<file path="config.mk">
export PLATFORM = sky130hd
export DESIGN_NAME = load_store_unit_flat
export DESIGN_NICKNAME = d
export VERILOG_FILES = /design/src/rtl/load_store_unit_if.sv /design/src/rtl/load_store_unit.sv /design/src/flat_wrapper.sv
export SDC_FILE = /design/constraint.sdc
export NUM_CORES = 1
export LEC_CHECK = 0
export ABC_AREA = 1
export BUFFER_PORTS_ARGS = -buffer_cell sky130_fd_sc_hd__buf_2
export CORE_MARGIN = 10
export CORE_UTILIZATION = 55
export CTS_CLUSTER_SIZE = 10
export DETAILED_ROUTE_END_ITERATION = 10
export GPL_TIMING_DRIVEN = 0
export PLACE_DENSITY = 0.95
export SYNTH_ARGS = -nofsm -noshare
export SYNTH_HDL_FRONTEND = slang
export SYNTH_SLANG_ARGS = --single-unit
</file>
<file path="constraint.sdc">
create_clock -name clk -period 2.9 [get_ports clk]
set_clock_uncertainty 0.2 [all_clocks]
set_input_delay 0.29 -clock clk [delete_from_list [all_inputs] [get_ports clk]]
set_output_delay 0.29 -clock clk [all_outputs]
set_load 0.02 [all_outputs]
</file>
<file path="src/rtl/load_store_unit_if.sv">
// Request, response and data-memory signals of the load/store unit.
// The unit itself connects through the slave modport.
interface load_store_unit_if;
  logic        req_valid;
  logic        req_ready;
  logic        req_we;
  logic [1:0]  req_size;
  logic        req_unsigned;
  logic [31:0] req_addr;
  logic [31:0] req_wdata;

  logic [31:0] mem_addr;
  logic [31:0] mem_wdata;
  logic        mem_write;
  logic        mem_read;
  logic [31:0] mem_rdata;

  logic        resp_valid;
  logic [31:0] resp_rdata;
  logic        resp_err;

  modport slave (
    input  req_valid, req_we, req_size,
    input  req_unsigned, req_addr, req_wdata,
    input  mem_rdata,
    output req_ready,
    output mem_addr, mem_wdata,
    output mem_write, mem_read,
    output resp_valid, resp_rdata, resp_err
  );

  modport master (
    output req_valid, req_we, req_size,
    output req_unsigned, req_addr, req_wdata,
    output mem_rdata,
    input  req_ready,
    input  mem_addr, mem_wdata,
    input  mem_write, mem_read,
    input  resp_valid, resp_rdata, resp_err
  );
endinterface

</file>
<file path="src/rtl/load_store_unit.sv">
// Single-outstanding load/store unit with alignment checks,
// sign/zero extension and read-modify-write for sub-word stores.
module load_store_unit #(
  parameter int unsigned MEM_WORDS = 3101
) (
  input logic              clk,
  input logic              rst_n,
  load_store_unit_if.slave bus
);

  typedef enum logic [1:0] {
    IDLE,
    READ,
    WRITE,
    RESP
  } state_e;

  localparam logic [1:0] SZ_B = 2'b00;
  localparam logic [1:0] SZ_H = 2'b01;
  localparam logic [1:0] SZ_W = 2'b10;

  localparam logic [29:0] WORDS = 30'(MEM_WORDS);

  state_e      state_q, state_d;
  logic        we_q, we_d;
  logic        uns_q, uns_d;
  logic        err_q, err_d;
  logic [1:0]  size_q, size_d;
  logic [31:0] addr_q, addr_d;
  logic [31:0] wdata_q, wdata_d;
  logic [31:0] word_q, word_d;

  logic        req_err;
  logic        resp_v;
  logic [4:0]  lane_sh;
  logic [4:0]  half_sh;
  logic [31:0] lane_w;
  logic [31:0] ext;
  logic [31:0] mask;
  logic [31:0] merged;

  always_comb begin
    req_err = 1'b0;
    unique case (bus.req_size)
      SZ_B:    req_err = 1'b0;
      SZ_H:    req_err = bus.req_addr[0];
      SZ_W:    req_err = |bus.req_addr[1:0];
      default: req_err = 1'b1;
    endcase
    if (bus.req_addr[31:2] >= WORDS) begin
      req_err = 1'b1;
    end
  end

  assign lane_sh = {addr_q[1:0], 3'b000};
  assign half_sh = {addr_q[1], 4'b0000};
  assign lane_w  = word_q >> lane_sh;

  always_comb begin
    ext = word_q;
    unique case (size_q)
      SZ_B: ext = uns_q ? {24'h0, lane_w[7:0]}
                        : {{24{lane_w[7]}}, lane_w[7:0]};
      SZ_H: ext = uns_q ? {16'h0, lane_w[15:0]}
                        : {{16{lane_w[15]}}, lane_w[15:0]};
      default: ext = word_q;
    endcase
  end

  // Sub-word stores splice the new lane into the word read back in READ.
  always_comb begin
    mask   = '0;
    merged = wdata_q;
    unique case (size_q)
      SZ_B: begin
        mask   = 32'h0000_00FF << lane_sh;
        merged = (word_q & ~mask)
               | ({4{wdata_q[7:0]}} & mask);
      end
      SZ_H: begin
        mask   = 32'h0000_FFFF << half_sh;
        merged = (word_q & ~mask)
               | ({2{wdata_q[15:0]}} & mask);
      end
      default: merged = wdata_q;
    endcase
  end

  always_comb begin
    state_d = state_q;
    we_d    = we_q;
    uns_d   = uns_q;
    err_d   = err_q;
    size_d  = size_q;
    addr_d  = addr_q;
    wdata_d = wdata_q;
    word_d  = word_q;
    unique case (state_q)
      IDLE: begin
        if (bus.req_valid) begin
          we_d    = bus.req_we;
          uns_d   = bus.req_unsigned;
          size_d  = bus.req_size;
          addr_d  = bus.req_addr;
          wdata_d = bus.req_wdata;
          err_d   = req_err;
          word_d  = '0;
          if (req_err) begin
            state_d = RESP;
          end else if (!bus.req_we || bus.req_size != SZ_W) begin
            state_d = READ;
          end else begin
            state_d = WRITE;
          end
        end
      end
      READ: begin
        word_d  = bus.mem_rdata;
        state_d = we_q ? WRITE : RESP;
      end
      WRITE: state_d = RESP;
      RESP:  state_d = IDLE;
    endcase
  end

  always_ff @(posedge clk) begin
    if (!rst_n) begin
      state_q <= IDLE;
      we_q    <= 1'b0;
      uns_q   <= 1'b0;
      err_q   <= 1'b0;
      size_q  <= '0;
      addr_q  <= '0;
      wdata_q <= '0;
      word_q  <= '0;
    end else begin
      state_q <= state_d;
      we_q    <= we_d;
      uns_q   <= uns_d;
      err_q   <= err_d;
      size_q  <= size_d;
      addr_q  <= addr_d;
      wdata_q <= wdata_d;
      word_q  <= word_d;
    end
  end

  // Strobes are gated by rst_n so an aborted operation has no effect.
  assign resp_v         = (state_q == RESP) && rst_n;
  assign bus.req_ready  = (state_q == IDLE);
  assign bus.mem_read   = (state_q == READ);
  assign bus.mem_write  = (state_q == WRITE) && rst_n;
  assign bus.mem_addr   = (state_q == IDLE) ? '0
                        : {2'b00, addr_q[31:2]};
  assign bus.mem_wdata  = (state_q == WRITE) ? merged : '0;
  assign bus.resp_valid = resp_v;
  assign bus.resp_err   = resp_v && err_q;
  assign bus.resp_rdata = (resp_v && !we_q && !err_q) ? ext : '0;

endmodule

</file>
<file path="src/flat_wrapper.sv">
// flat-port wrapper written by rule: the top's interface ports become plain ports
module load_store_unit_flat 
#(
  parameter int unsigned MEM_WORDS = 3101
)
  (clk, rst_n, bus_req_valid, bus_req_we, bus_req_size, bus_req_unsigned, bus_req_addr, bus_req_wdata, bus_mem_rdata, bus_req_ready, bus_mem_addr, bus_mem_wdata, bus_mem_write, bus_mem_read, bus_resp_valid, bus_resp_rdata, bus_resp_err);
  load_store_unit_if bus_i ();
  input logic clk;
  input logic rst_n;
  input wire logic [$bits(bus_i.req_valid)-1:0] bus_req_valid;
  input wire logic [$bits(bus_i.req_we)-1:0] bus_req_we;
  input wire logic [$bits(bus_i.req_size)-1:0] bus_req_size;
  input wire logic [$bits(bus_i.req_unsigned)-1:0] bus_req_unsigned;
  input wire logic [$bits(bus_i.req_addr)-1:0] bus_req_addr;
  input wire logic [$bits(bus_i.req_wdata)-1:0] bus_req_wdata;
  input wire logic [$bits(bus_i.mem_rdata)-1:0] bus_mem_rdata;
  output wire logic [$bits(bus_i.req_ready)-1:0] bus_req_ready;
  output wire logic [$bits(bus_i.mem_addr)-1:0] bus_mem_addr;
  output wire logic [$bits(bus_i.mem_wdata)-1:0] bus_mem_wdata;
  output wire logic [$bits(bus_i.mem_write)-1:0] bus_mem_write;
  output wire logic [$bits(bus_i.mem_read)-1:0] bus_mem_read;
  output wire logic [$bits(bus_i.resp_valid)-1:0] bus_resp_valid;
  output wire logic [$bits(bus_i.resp_rdata)-1:0] bus_resp_rdata;
  output wire logic [$bits(bus_i.resp_err)-1:0] bus_resp_err;
  assign bus_i.req_valid = bus_req_valid;
  assign bus_i.req_we = bus_req_we;
  assign bus_i.req_size = bus_req_size;
  assign bus_i.req_unsigned = bus_req_unsigned;
  assign bus_i.req_addr = bus_req_addr;
  assign bus_i.req_wdata = bus_req_wdata;
  assign bus_i.mem_rdata = bus_mem_rdata;
  assign bus_req_ready = bus_i.req_ready;
  assign bus_mem_addr = bus_i.mem_addr;
  assign bus_mem_wdata = bus_i.mem_wdata;
  assign bus_mem_write = bus_i.mem_write;
  assign bus_mem_read = bus_i.mem_read;
  assign bus_resp_valid = bus_i.resp_valid;
  assign bus_resp_rdata = bus_i.resp_rdata;
  assign bus_resp_err = bus_i.resp_err;
  load_store_unit #(.MEM_WORDS(MEM_WORDS)) u_core (.clk(clk), .rst_n(rst_n), .bus(bus_i));
endmodule
</file>
==> impl_metrics.yaml <==
status:
  outcome: "finished, violations left"
  violations: "negative hold slack, negative setup slack"
clocking:
  tritoncts: "built"
  numCtsBuffers: 9
  clock-root-buffer: "clkbuf_8"
  clock_latency_ps: 380
  cts.sinks: 103
  htree_num_levels: 3
  clk_pin_slew_ps: 110
  clk_path_buf_depth: 2
  post_cts_buffers: 0
worst_setup_path:
  worst_setup_path_end_kind: "output port"
  rr_worst_depth: 8
  r2r-start: "u_core.state_q[0]$_SDFFE_PN0P_"
  critPathKind: "reg2out"
  crit_required_ps: 2410
  start_kind: "register"
  path_max_fanout: 10
  crit_arrival_ps: 2410
  rr_endpoint: "u_core.word_q[10]$_SDFFE_PN0P_"
  reg2reg_slack_ps: 240
  critPathLaunch: "u_core.size_q[0]$_SDFFE_PN0P_"
die:
  placementRows: 37
  dieArea_um2: 15000
  core_region_area_um2: 10300
  start_util_pct: 56.4
  die_x_um: 123
  ios: 204
  dieHeight_um: 123
synth:
  synth_cells: 906
  yosysWarnings: 0
  yosysTopAreaCellShare_pct: 35.6
  synth_cell_types: 34
  ys_seq_area_share_pct: 35.6
  netlist_area_um2: 5790
  synthTopCellsByArea: "dfxtp_1, nor2_1, a21oi_1"
  yosys.area.top_type: "dfxtp_1"
  avgSynthCellArea_um2: 6.39
  synth-seq-cells: 103
finish:
  final_cell_mix: "buf_2, nor2_1, a21oi_1"
  syn_to_final_growth_pct: 33.2
  fin_util_pct: 75.1
  drive_gt1_share_pct: 22.0
  nets: 1274
  finalNonFillerCells: 1309
  n_fill_cell: 894
  layout_commonest_cell: "buf_2"
detailed_routing:
  post_drt_wl_per_cell_um: 19.1
  vias: 7655
  drc_errors: 0
  wl_mm: 25.1
  drt_iter0_drc: 802
  drt-vias-per-instance: 5.85
  drtAntennaViolNets: 0
  drtPass1Iterations: 6
power_and_ir_drop:
  vdd_ir_drop_max_mv: 0.471
  p_leak_nw: 3.49
  finalPower_mw: 5.92
  powerDensity_nw_per_um2: 768
run:
  max_cap_violations: 0
worst_hold_path:
  holdPathStages: 3
  hold_class: "in2reg"
  hold_start: "bus_req_wdata[24]"
  hold_path_end: "u_core.wdata_q[24]$_SDFFE_PN0P_"
placed_design:
  finalWeightedCongestion: 1.06
  placed_cells: 1243
  numPortBuffers: 200
  hpwl_mm: 18.4
grt:
  use_met1_pct: 36.9
  grt_use_met2_pct: 53.0
  grt_pass1_vias: 7221
  grt_use_total_pct: 31.7
  grt_start_max_net_pins: 21
  gr-total-overflow: 0
  grt_busiest_layer: "met2"
  antenna_found_initial: 0
  grt_pass1_wl_mm: 37.9
  use_met3_pct: 9.96
timing:
  post-route-min-period_ps: 2900
  hold_violations: 7
  final_max_slew_viol_count: 0
  worst-slew-pin-transition_ps: 553
  whs_ps: -7.53
  final-setup-viol-count: 1
  max_freq_mhz: 344
  postLayoutSetupSlackWorst_ps: -3.85
  slew_headroom_pct: 63.1
  period_share_pct: 100
## cell families (layout without fill, tap and decap cells)
group                    Yosys count  in the layout  share of synthesized area (%)
AND/OR/NAND/NOR                  357            357                           25.8
AO/OA/AOI/OAI                    278            278                           26.4
buffers and inverters            163            428                           11.3
flip-flops                       103            103                           35.6
adder cells (fa/ha/maj)            4              4                          0.864
other                              1              3                         0.0647
## synthesized netlist by cell type (all sizes together)
library cell and instances:
ha 4, o221ai 7, o2111ai 8, nand3 71, o221a 1, clkbuf 50
clkinv 2, inv 91, or2 3, conb 1, nand2 114, a21oi 111
buf 20, a31oi 17, o21ai 111, nor2 166, o211ai 15, nand3b 1
o22ai 8, dfxtp 103, nor3 2
## flip-flops by register name, indices dropped and copies added (netlist names)
register        count
u_core.addr_q      32
u_core.err_q        1
u_core.size_q       2
u_core.state_q      2
u_core.uns_q        1
u_core.wdata_q     32
u_core.we_q         1
u_core.word_q      32
## power breakdown
part           total, mW  switching [mW]  internal [mW]
Sequential          2.01           0.274           1.74
Clock              0.942           0.576          0.366
Combinational       2.97            2.11          0.857
## per-stage QoR
stage / worst slack [ps] / cell area, um2 / TNS (ps)
4_1_cts: 13.1 / 7650 / 0
3_3_place_gp: 295 / 6970 / 0
5_1_grt: -4.11 / 7710 / -4.11
3_5_place_dp: 225 / 6970 / 0
6_report: -3.85 / 7710 / -3.85
2_1_floorplan: 834 / 5800 / 0
## layer usage
layer / vias to the layer above / part of all wire, %
met5: - / 0
met4: 0 / 4.1
met3: 94 / 13
met2: 571 / 47
met1: 3451 / 36
li1: 3539 / -
## worst max-delay path, cell delays in order (launching register included)
cell and delay, ps:
dfxtp_1 370, buf_2 260, nand2_1 140, clkbuf_4 230, inv_2 80, nand2_2 130, nand2_2 190, nand2_1 100
a31oi_1 310, buf_2 230
## worst max-delay path by stage
stage	to	depth (start not counted)
after floorplan	bus_mem_wdata[10]	9
after global placement	u_core.word_q[25]$_SDFFE_PN0P_	8
after detailed placement	u_core.word_q[31]$_SDFFE_PN0P_	8
after CTS	bus_mem_wdata[11]	9
after global routing	bus_mem_wdata[15]	9
final	bus_mem_wdata[10]	9
## layout make-up
cell class / instances / area [um2] / share of cell area (%)
multi-input combinational: 641 / 3110 / 40.3
clock buffer: 10 / 138 / 1.78
buffer: 68 / 302 / 3.91
sequential: 103 / 2060 / 26.7
clock inverter: 6 / 71.3 / 0.925
tap: 136 / 170 / 2.21
timing repair buffer: 251 / 1510 / 19.6
antenna: 1 / 2.50 / 0.0324
inverter: 93 / 350 / 4.54
## what timing repair did
action                     4_1_cts  5_1_grt
setup endpoints to repair        1       75
hold endpoints to repair        47        4
hold buffers                    47        4
resized for setup                1       11
No activity file was read; power rests on OpenSTA's default activity.
